[config.mk]
export PLATFORM = sky130hd
export DESIGN_NAME = ulpi_rx_framer
export DESIGN_NICKNAME = d
export VERILOG_FILES = /design/src/rtl/ulpi_rx_framer.sv
export SDC_FILE = /design/constraint.sdc
export NUM_CORES = 1
export LEC_CHECK = 0
export CAP_MARGIN = 10
export CORE_ASPECT_RATIO = 0.75
export CORE_UTILIZATION = 56
export CTS_CLUSTER_SIZE = 8
export DETAILED_ROUTE_END_ITERATION = 16
export PLACE_DENSITY_LB_ADDON = 0.05
export REMOVE_ABC_BUFFERS = 1
export SYNTH_ARGS = -nofsm -noshare
export SYNTH_HDL_FRONTEND = slang
export SYNTH_SLANG_ARGS = --single-unit
[constraint.sdc]
create_clock -name clk -period 3.3 [get_ports clk]
set_input_delay 0.33 -clock clk [delete_from_list [all_inputs] [get_ports clk]]
set_output_delay 0.33 -clock clk [all_outputs]
set_load 0.01 [all_outputs]
[src/rtl/ulpi_rx_framer.sv]
// ULPI receive framer: frames USB packets from the classified PHY->link stream, checks PID/CRC.
// Optional ULPI_RX_LINESTATE_EN adds linestate/vbus_state/linestate_chg outputs from RX CMD [3:0].
`timescale 1ns/1ps
module ulpi_rx_framer #(
  parameter int MAX_LEN = 1027,
  parameter int LEN_W   = 11
) (
  input  logic             clk,
  input  logic             reset,
  input  logic             rx_dir,
  input  logic             rx_cmd_valid,
  input  logic             rx_data_valid,
  input  logic [7:0]       rx_data,
  output logic [7:0]       pkt_data,
  output logic             pkt_valid,
  output logic             pkt_first,
  output logic             pkt_last,
  output logic [LEN_W-1:0] pkt_len,
  output logic             pkt_pid_err,
  output logic             pkt_crc_err,
  output logic             pkt_rx_err,
  output logic             pkt_oversize,
  output logic             rx_active,
`ifdef ULPI_RX_LINESTATE_EN
  output logic [1:0]       linestate,
  output logic [1:0]       vbus_state,
  output logic             linestate_chg,
`endif
  output logic [1:0]       state_dbg
);

  // Handshake: none. Every rx byte/command is consumed in the cycle it is presented and every
  // pkt_valid pulse lasts exactly one cycle; there is no ready in either direction.

  typedef enum logic [1:0] {
    IDLE     = 2'd0,
    WAIT_PID = 2'd1,
    DATA     = 2'd2
  } state_t;

  localparam logic [LEN_W-1:0] LEN_ONE   = LEN_W'(1);
  localparam logic [LEN_W-1:0] LEN_THREE = LEN_W'(3);
  localparam logic [LEN_W-1:0] LEN_MAX   = LEN_W'(MAX_LEN);
  localparam logic [LEN_W-1:0] LEN_SAT   = LEN_W'(MAX_LEN + 1);

  state_t            state, state_n;
  logic              data_in, cmd_in, ev_active, ev_error, ev_start, end_ev;
  logic              accept, flush, restart, keep;
  logic [7:0]        hold_data, pid_q;
  logic              hold_valid, hold_first;
  logic [LEN_W-1:0]  cnt;
  logic              err_q, ovs_q;
  logic [4:0]        crc5_q;
  logic [15:0]       crc16_q;
  logic              pid_bad, crc_bad;

  // Reflected (LSB-first) bytewise CRC updates.
  function automatic logic [4:0] crc5_byte(input logic [4:0] c, input logic [7:0] d);
    logic [4:0] r;
    r = c;
    for (int i = 0; i < 8; i++) begin
      if (r[0] ^ d[i]) r = (r >> 1) ^ 5'h14;
      else             r = r >> 1;
    end
    return r;
  endfunction

  function automatic logic [15:0] crc16_byte(input logic [15:0] c, input logic [7:0] d);
    logic [15:0] r;
    r = c;
    for (int i = 0; i < 8; i++) begin
      if (r[0] ^ d[i]) r = (r >> 1) ^ 16'hA001;
      else             r = r >> 1;
    end
    return r;
  endfunction

  // A data byte wins over a simultaneous RX CMD; dir low ends any packet in flight.
  assign data_in   = rx_dir & rx_data_valid;
  assign cmd_in    = rx_dir & rx_cmd_valid & ~rx_data_valid;
  assign ev_active = cmd_in & rx_data[4];
  assign ev_error  = cmd_in & (rx_data[5:4] == 2'b11);
  assign ev_start  = cmd_in & (rx_data[5:4] == 2'b01);
  assign end_ev    = ~rx_dir | (cmd_in & ~rx_data[4]);
  assign keep      = accept & (cnt < LEN_MAX);
  assign state_dbg = state;

  // A plain RxActive command inside a packet means the PHY started a new one without an end.
  always_comb begin
    state_n = state;
    accept  = 1'b0;
    flush   = 1'b0;
    restart = 1'b0;
    case (state)
      IDLE: begin
        if (ev_active) begin
          state_n = WAIT_PID;
          restart = 1'b1;
        end
      end
      WAIT_PID: begin
        if (data_in) begin
          accept  = 1'b1;
          state_n = DATA;
        end else if (end_ev) begin
          state_n = IDLE;
        end else if (ev_start) begin
          restart = 1'b1;
        end
      end
      DATA: begin
        if (data_in) begin
          accept = 1'b1;
        end else if (end_ev) begin
          flush   = 1'b1;
          state_n = IDLE;
        end else if (ev_start) begin
          flush   = 1'b1;
          restart = 1'b1;
          state_n = WAIT_PID;
        end
      end
      default: state_n = IDLE;
    endcase
  end

  // End-of-packet status from the PID class; residuals are the reflected-register forms.
  always_comb begin
    pid_bad = (pid_q[7:4] != ~pid_q[3:0]);
    crc_bad = 1'b0;
    case (pid_q[1:0])
      2'b01:   crc_bad = (cnt != LEN_THREE) | (crc5_q != 5'b00110);
      2'b11:   crc_bad = (cnt < LEN_THREE) | (crc16_q != 16'hB001);
      2'b10:   crc_bad = (cnt != LEN_ONE);
      default: crc_bad = 1'b0;
    endcase
  end

  always_ff @(posedge clk or posedge reset) begin
    if (reset) begin
      state        <= IDLE;
      pkt_data     <= '0;
      pkt_valid    <= 1'b0;
      pkt_first    <= 1'b0;
      pkt_last     <= 1'b0;
      pkt_len      <= '0;
      pkt_pid_err  <= 1'b0;
      pkt_crc_err  <= 1'b0;
      pkt_rx_err   <= 1'b0;
      pkt_oversize <= 1'b0;
      rx_active    <= 1'b0;
      hold_data    <= '0;
      hold_valid   <= 1'b0;
      hold_first   <= 1'b0;
      pid_q        <= '0;
      cnt          <= '0;
      err_q        <= 1'b0;
      ovs_q        <= 1'b0;
      crc5_q       <= 5'h1F;
      crc16_q      <= 16'hFFFF;
    end else begin
      state     <= state_n;
      pkt_valid <= 1'b0;
      pkt_first <= 1'b0;
      pkt_last  <= 1'b0;
      if (cmd_in) rx_active <= rx_data[4];

      if (keep && hold_valid) begin
        pkt_valid <= 1'b1;
        pkt_data  <= hold_data;
        pkt_first <= hold_first;
      end

      if (flush && hold_valid) begin
        pkt_valid    <= 1'b1;
        pkt_data     <= hold_data;
        pkt_first    <= hold_first;
        pkt_last     <= 1'b1;
        pkt_len      <= cnt;
        pkt_pid_err  <= pid_bad;
        pkt_crc_err  <= crc_bad;
        pkt_rx_err   <= err_q;
        pkt_oversize <= ovs_q;
        hold_valid   <= 1'b0;
      end

      if (restart) begin
        cnt        <= '0;
        err_q      <= ev_error;
        ovs_q      <= 1'b0;
        crc5_q     <= 5'h1F;
        crc16_q    <= 16'hFFFF;
        hold_valid <= 1'b0;
      end else begin
        if (ev_error) err_q <= 1'b1;
        if (accept) begin
          if (cnt != LEN_SAT) cnt <= cnt + LEN_ONE;
          if (!keep) ovs_q <= 1'b1;
        end
        if (keep) begin
          hold_data  <= rx_data;
          hold_valid <= 1'b1;
          hold_first <= (cnt == '0);
          if (cnt == '0) begin
            pid_q <= rx_data;
          end else begin
            crc5_q  <= crc5_byte(crc5_q, rx_data);
            crc16_q <= crc16_byte(crc16_q, rx_data);
          end
        end
      end
    end
  end

`ifdef ULPI_RX_LINESTATE_EN
  always_ff @(posedge clk or posedge reset) begin
    if (reset) begin
      linestate     <= 2'b00;
      vbus_state    <= 2'b00;
      linestate_chg <= 1'b0;
    end else begin
      linestate_chg <= 1'b0;
      if (cmd_in) begin
        linestate     <= rx_data[1:0];
        vbus_state    <= rx_data[3:2];
        linestate_chg <= (rx_data[1:0] != linestate);
      end
    end
  end
`endif

endmodule

==> results of run 1 <==
kinds of logic after synthesis:
group                    after synthesis  synth area share [%]
AND/OR/NAND/NOR                       96                 12.37
AO/OA/AOI/OAI                         37                 5.994
buffers and inverters                 22                 2.660
XOR/XNOR                              51                 12.92
flip-flops                            81                 52.60
adder cells (fa/ha/maj)                7                 2.243
multiplexers                          39                 11.22
routing by layer:
| layer | vias to the layer above | routed length (um) | global-route usage, % |
|---|---|---|---|
| li1 | 1240 | - | - |
| met1 | 1248 | 3911 | 35.38 |
| met2 | 57 | 3217 | 33.49 |
| met3 | 9 | 311 | 5.263 |
| met4 | 0 | 76 | 7.463 |
| met5 | - | 0 | 0 |
per-stage QoR:
step	utilization (%)	instances
6_report	70.50	463
4_1_cts	70.50	463
3_5_place_dp	67.65	447
3_3_place_gp	67.65	447
5_1_grt	70.50	463
2_1_floorplan	-	320
Yosys cell counts, types with 2 or more instances:
| cell type | number | area [um2] |
|---|---|---|
| nor2b_1 | 2 | 12.51 |
| and3_1 | 3 | 18.77 |
| clkbuf_1 | 4 | 15.01 |
| a31oi_1 | 3 | 18.77 |
| nor2_1 | 24 | 90.09 |
| nand4b_1 | 2 | 17.52 |
| nand3_1 | 6 | 30.03 |
| mux2_2 | 38 | 427.9 |
| nand3b_1 | 2 | 15.01 |
| xnor2_1 | 34 | 297.8 |
| buf_4 | 4 | 30.03 |
| xor2_1 | 12 | 105.1 |
| nand4_1 | 4 | 25.02 |
| xnor3_1 | 2 | 45.04 |
| nand2_1 | 20 | 75.07 |
| ha_1 | 7 | 87.58 |
| nor3_1 | 20 | 100.1 |
| nand2b_1 | 2 | 12.51 |
| o21ai_0 | 7 | 35.03 |
| nor4_1 | 3 | 18.77 |
| dfrtp_1 | 60 | 1501 |
| inv_1 | 9 | 33.78 |
| dfstp_2 | 21 | 551.8 |
| a21oi_1 | 18 | 90.09 |
| buf_2 | 5 | 25.02 |
critical path, stage by stage (launching register included):
cell     delay [ps]
dfrtp_1         460
nor4_1          440
nand3_1         240
a21oi_1         500
and3_1          470
mux2_2          390
area by class of cell:
type / count / area (um2) / share of cell area, %
Inverter: 9 / 33.78 / 0.7365
Multi-Input combinational cell: 230 / 1753 / 38.22
Clock inverter: 7 / 61.31 / 1.337
Timing Repair Buffer: 46 / 460.4 / 10.04
Sequential cell: 81 / 2053 / 44.76
Clock buffer: 9 / 123.9 / 2.700
Tap cell: 81 / 101.3 / 2.209
power by group:
part	switching [uW]	internal, uW
combinational	873	1060
clock	384	286
sequential	294	1460
sequential cells by signal, summed over array words and instances, names as in the netlist, 2 cells and up:
signal     count
hold_data      8
pkt_len       11
cnt           11
crc16_q       16
pkt_data       8
state_dbg      2
crc5_q         5
pid_q          8
path summary, 6_finish.rpt:
path | from | to | slack, ps | depth (start not counted)
max | cnt[2] | pid_q[1] | 690 | 5
min | reset | pkt_last | 380 | 3
max reg2reg | cnt[2] | pid_q[1] | 690 | 5
min reg2reg | rx_active | rx_active | 480 | 2
max in group asynchronous | reset | crc16_q[5] | 2560 | 3
min in group clk | rx_active | rx_active | 480 | 2
==> flow_summary.ini, run 1 <==
[timing]
max_slew_margin_pct = 57.76
tightest_slew_ps = 630.6
final.setup.tns_ps = 0
period_share_pct = 79.02
max_freq_ghz = 0.3835
worst_slack_ps = 692.3
finalClockSkew_ps = 9.675
slew_violations = 0
finalCriticalPeriod_ps = 2608
whs_ps = 384.3
setup_viol = 0
final_hold_viol_count = 0
rsz0062_at_grt = no

[clock_network]
htree_levels = 3
cts_tree = yes
cts_hold_buffers = 0
cts.clk_slew.worst_paths_ps = 90
ctsLongestPathBuffers = 2
clock-sinks = 81
cts-root-buf = clkbuf_8
post_cts_buffers = 0
insertion_delay_ps = 350
cts_buffers = 9
cts_resized = 0

[cells_and_area]
area_growth_pct = 17.50
fillers = 482
nNetsFinal = 397
mostFrequentLayoutCells = dfrtp_1 (60), clkdlybuf4s50_1 (41), mux2_2 (38)
fin_area_mm2 = 0.004587
n_antenna_cell = 0
drive_above_1_share_pct = 23.82
layout_commonest_cell = dfrtp_1

[yosys]
synth_area_mm2 = 0.003904
ys.warnings.count = 0
yosys_register_bits = 81
async_flop_share_pct = 100.0
synth-main-ff-cell = dfrtp_1
synth_edf_count = 0
synth-seq-area-share_pct = 52.60
ys_types = 46
syn_avg_cell_area_um2 = 11.72
postSynthCellCount = 333

[drt]
antenna_left = 0
firstDrtPassIters = 10
drc = 3
post_drt_wl_per_cell_um = 16.24
first_iter_violations = 144
wl_mm = 7.517
vias = 2554
vias_per_cell = 5.516

[global_route]
grt_max_degree = 82
gr-total-overflow = 0
grt_pass1_wl_mm = 12.79
grt_usage_pct = 23.32
antenna_found_initial = 0
grt_pass1_vias = 2459

[placement]
dpl.hpwl_mm = 5.157
placedInstanceArea_mm2 = 0.004402
port_buffers = 41
post-place-ws_ps = 615.5
routabilityCongestion = 0.8623

[outcome]
status = finished, violations left
violations = design-rule violations

[power_and_ir_drop]
powerDensity_mw_per_mm2 = 948.0
p_leak_uw = 0.001932
p_total_uw = 4349
irDropWorstVdd_uv = 600.9

[floorplan]
die_h_um = 74.31
initial_utilization_pct = 60.00
core-area_mm2 = 0.006506
die_x_um = 98.41
num_io_pins = 42
core.rowCount = 25
die_area_mm2 = 0.007312

[worst_hold_path]
hold_class = in2async

[setup_path]
start_kind = register
critPathMaxFanout = 8
crit_path_end_kind = register
path_class = reg2reg
critPathRequiredTime_ps = 3540
cp.arrival_ps = 2850

[flow_run]
max_cap_violations = 0
Note: power is estimated with default switching activity, not from simulation.
==> run 2, diff against run 1 <==
- clock period: 3.3 -> 2.4 ns (I/O delays scaled with it)
==> run 2 against run 1 <==
Effect of this change: largest power group unchanged; total power is 43% higher; the flow now finishes without violations; non-clock buffer count is 12 higher; largest cell class unchanged; final area is 3.0% higher.
==> flow_summary.ini, run 2 (synthesis results as in run 1) <==
[floorplan]
num_io_pins = 42
die_area_mm2 = 0.007312
die_h_um = 74.31
initial_utilization_pct = 60.00
core-area_mm2 = 0.006506
core.rowCount = 25
die_x_um = 98.41

[drt]
vias = 2637
antenna_left = 0
wl_met1_mm = 3.857
wl_met2_mm = 3.402
routed-wl-met3_um = 340
wl_mm = 7.679
top_layer = met4
first_iter_violations = 187
firstDrtPassIters = 10
post_drt_wl_per_cell_um = 16.17
drc = 0
vias_per_cell = 5.552

[cells_and_area]
n_antenna_cell = 0
nNetsFinal = 409
largest_register_ffs = 16
mostFrequentLayoutCells = dfrtp_1 (60), clkdlybuf4s50_1 (41), mux2_2 (38)
area_growth_pct = 20.99
drive_above_1_share_pct = 26.65
layout_commonest_cell = dfrtp_1
largest-register = crc16_q
finish.utilization_pct = 72.60
reg.largest.list = crc16_q x16, cnt x11, pkt_len x11

[placement]
port_buffers = 41
dpl.hpwl_mm = 5.311
routabilityCongestion = 0.8276

[flow_run]
max_cap_violations = 0

[power_and_ir_drop]
irDropWorstVdd_uv = 780.9
p_comb_share_pct = 45.2
p_leak_uw = 0.002012
p_sw_uw = 2156
powerDensity_mw_per_mm2 = 1315
seqPwrFrac_pct = 38.5
clkPwrFrac_pct = 16.3
p_int_uw = 4057
switching_share_pct = 34.70

[clock_network]
cts_hold_buffers = 0
cts_resized = 0
insertion_delay_ps = 360
htree_levels = 3
post_cts_buffers = 0
ctsLongestPathBuffers = 2
cts-root-buf = clkbuf_8
cts_tree = yes
clock-sinks = 81
cts_buffers = 9
cts.clk_slew.worst_paths_ps = 90

[setup_path]
path_class = reg2reg
start_kind = register
cpMaxStageDelayCell = dfrtp_1
crit_path_max_incr_delay_ps = 440
critical_path_buf_inv_count = 0
critPathMaxFanout = 8
cp.arrival_ps = 2440
crit_family = simple AND/OR/NAND/NOR gates
crit_path_end_kind = register
cp_cell_sequence = nor4_1 -> nand3_1 -> a21oi_1 -> and3_2 -> mux2_2
critPathRequiredTime_ps = 2640

[timing]
setup_viol = 0
rsz0062_at_grt = no
max_freq_ghz = 0.4547
max_slew_margin_pct = 70.22
finalClockSkew_ps = 10.58
tightest_slew_ps = 435.4
slew_violations = 0
whs_ps = 265.3
final_hold_viol_count = 0
period_share_pct = 91.65
finalCriticalPeriod_ps = 2199

[global_route]
gr-total-overflow = 0
grt_usage_pct = 23.95
grt_max_degree = 82
grt_pass1_wl_mm = 13.12
antenna_found_initial = 0
grt_pass1_vias = 2581

[worst_hold_path]
hold_class = in2async

[outcome]
status = finished clean
[run 2: per-layer routing]
layer,vias up,track usage (%)
met3,8,6.861
met5,-,0
li1,1263,-
met2,58,35.29
met1,1308,34.98
met4,0,6.965
[run 2: power groups by stage]
stage               Clock, uW  Combinational, uW  Sequential, uW
global route             1100               3070            2470
detailed placement          0               2800            2420
floorplan                   0               1930            2390
CTS                      1030               2830            2400
global placement            0               2720            2390
finish                   1010               2810            2390
[run 2: worst paths after layout]
check,start,end,slack (ps),depth (start not counted)
worst max-delay path,cnt[4],pid_q[1],200,5
max in group asynchronous,reset,crc16_q[12],1740,3
worst min register to register,hold_first,pkt_first,490,1
worst max register to register,cnt[4],pid_q[1],200,5
min in group clk,hold_first,pkt_first,490,1
worst min-delay path,reset,rx_active,270,3
[run 2: stage by stage]
step	power [uW]	setup TNS [ps]	std cells	setup slack (ps)	area (um2)
after floorplan	4326	-1200	320	-127.7	3834
after global placement	5114	0	459	115.2	4517
after detailed placement	5219	0	459	94.82	4517
after CTS	6259	0	475	151.5	4721
after global routing	6639	0	475	48.86	4723
final	6212	0	475	200.5	4723
[run 2: cell type report]
class | count | area [um2]
Multi-Input combinational cell | 230 | 1755
Inverter | 9 | 33.78
Tap cell | 81 | 101.3
Sequential cell | 81 | 2053
Clock inverter | 6 | 66.31
Fill cell | 464 | 1783
Clock buffer | 10 | 137.6
Timing Repair Buffer | 58 | 575.6
[run 2: worst min-delay path: cells and delay by family]
kind | cells | cell delay (ps)
buffers and inverters | 3 | 810
==> patch, RTL diff (config.mk and constraints of run 1) <==
The parameter `LEN_W` goes from 11 to 15.
--- a/src/rtl/ulpi_rx_framer.sv
+++ b/src/rtl/ulpi_rx_framer.sv
@@ -3,7 +3,7 @@
 `timescale 1ns/1ps
 module ulpi_rx_framer #(
   parameter int MAX_LEN = 1027,
-  parameter int LEN_W   = 11
+  parameter int LEN_W   = 15
 ) (
   input  logic             clk,
   input  logic             reset,
Ports: changed (resized pkt_len); port bits go from 42 to 46. The function was not compared with the original's and may differ.
==> patch against run 1 <==
- area after synthesis rose by 9.9%
- combinational power grew 5%
- design area grew 11%
- hold slack got worse by 23 ps
- critical path type unchanged
- wire length rose by 16%
- setup slack better by 160 ps
- largest power group unchanged
- synthesized cell count up 15%
- sequential cell count rose by 8
- clock power increased by 22%
- total power is 8.5% higher
- die area rose by 9.6%
==> patch: results (changes against run 1) <==
run status finished clean (was finished with violations); GRT Overall Usage 0.242 (was 0.233); detailed router's first-iteration violation count 141 (was 144); total cell area at the placement stage 0.00485 mm² (was 0.00440 mm²); Placed Cells incl. Taps 521 (was 447); main area contributors after synthesis dfrtp_1 (40%), dfstp_2 (13%), mux2_2 (8.9%) (was dfrtp_1 (38%), dfstp_2 (14%), mux2_2 (11%)); leakage power 2.23 nW (was 1.93 nW); Worst Setup SP state_dbg[0] (was cnt[2]); switching power as a share of total power 0.351 (was 0.357); via count 2,946 (was 2,554); share of final-layout standard cells stronger than drive strength 1 0.202 (was 0.238); relative max-transition margin 0.556 (was 0.578); largest net degree at the start of global routing 54 (was 82); Crit Path Max Fanout 10 (was 8); part of the total power dissipated in sequential elements 0.399 (was 0.402); count of buffers from port buffering 45 (was 41); met1 WL 4460 µm (was 3910 µm); sequential-to-total area share from yosys stat 0.525 (was 0.526); Mapped Cells 384 (was 333); layout filler cell count 594 (was 482); met1 Track Usage GR 0.372 (was 0.354); endpoint of the lowest-slack register-to-register path pkt_data[3] (was pid_q[1]); Commonest cells post-synth dfrtp_1 (68), nand2_1 (53), xnor2_1 (35) (was dfrtp_1 (60), mux2_2 (38), xnor2_1 (34)); Post-Route Skew 13.3 ps (was 9.67 ps); Sw Pwr 1.66 mW (was 1.55 mW)
-- patch: cell count changes in the layout (fill, tap and decap cells not counted), moves of 5 or more --
cell	delta
nand2_1	+33
nor3_1	-10
dfrtp_1	+8
nand3_1	+5
nor2_1	-5
xor2_1	+5
-- patch: area by class of cell --
| cell class | count | area (µm²) | area share |
|---|---|---|---|
| multi-input combinational | 268 | 1920 | 0.378 |
| clock buffer | 10 | 128 | 0.0252 |
| clock inverter | 6 | 90.1 | 0.0178 |
| timing repair buffer | 51 | 508 | 0.100 |
| tap | 101 | 126 | 0.0249 |
| sequential | 89 | 2250 | 0.444 |
| inverter | 12 | 46.3 | 0.00913 |
-- patch: kinds of logic (layout without fill, tap and decap cells) --
kind of cell	Yosys count	after routing	share of synthesized area
AO/OA/AOI/OAI	41	41	0.0578
AND/OR/NAND/NOR	130	130	0.155
adder cells (fa/ha/maj)	7	7	0.0204
multiplexers	35	35	0.0916
flip-flops	89	89	0.525
buffers and inverters	27	79	0.0286
XOR/XNOR	55	55	0.121
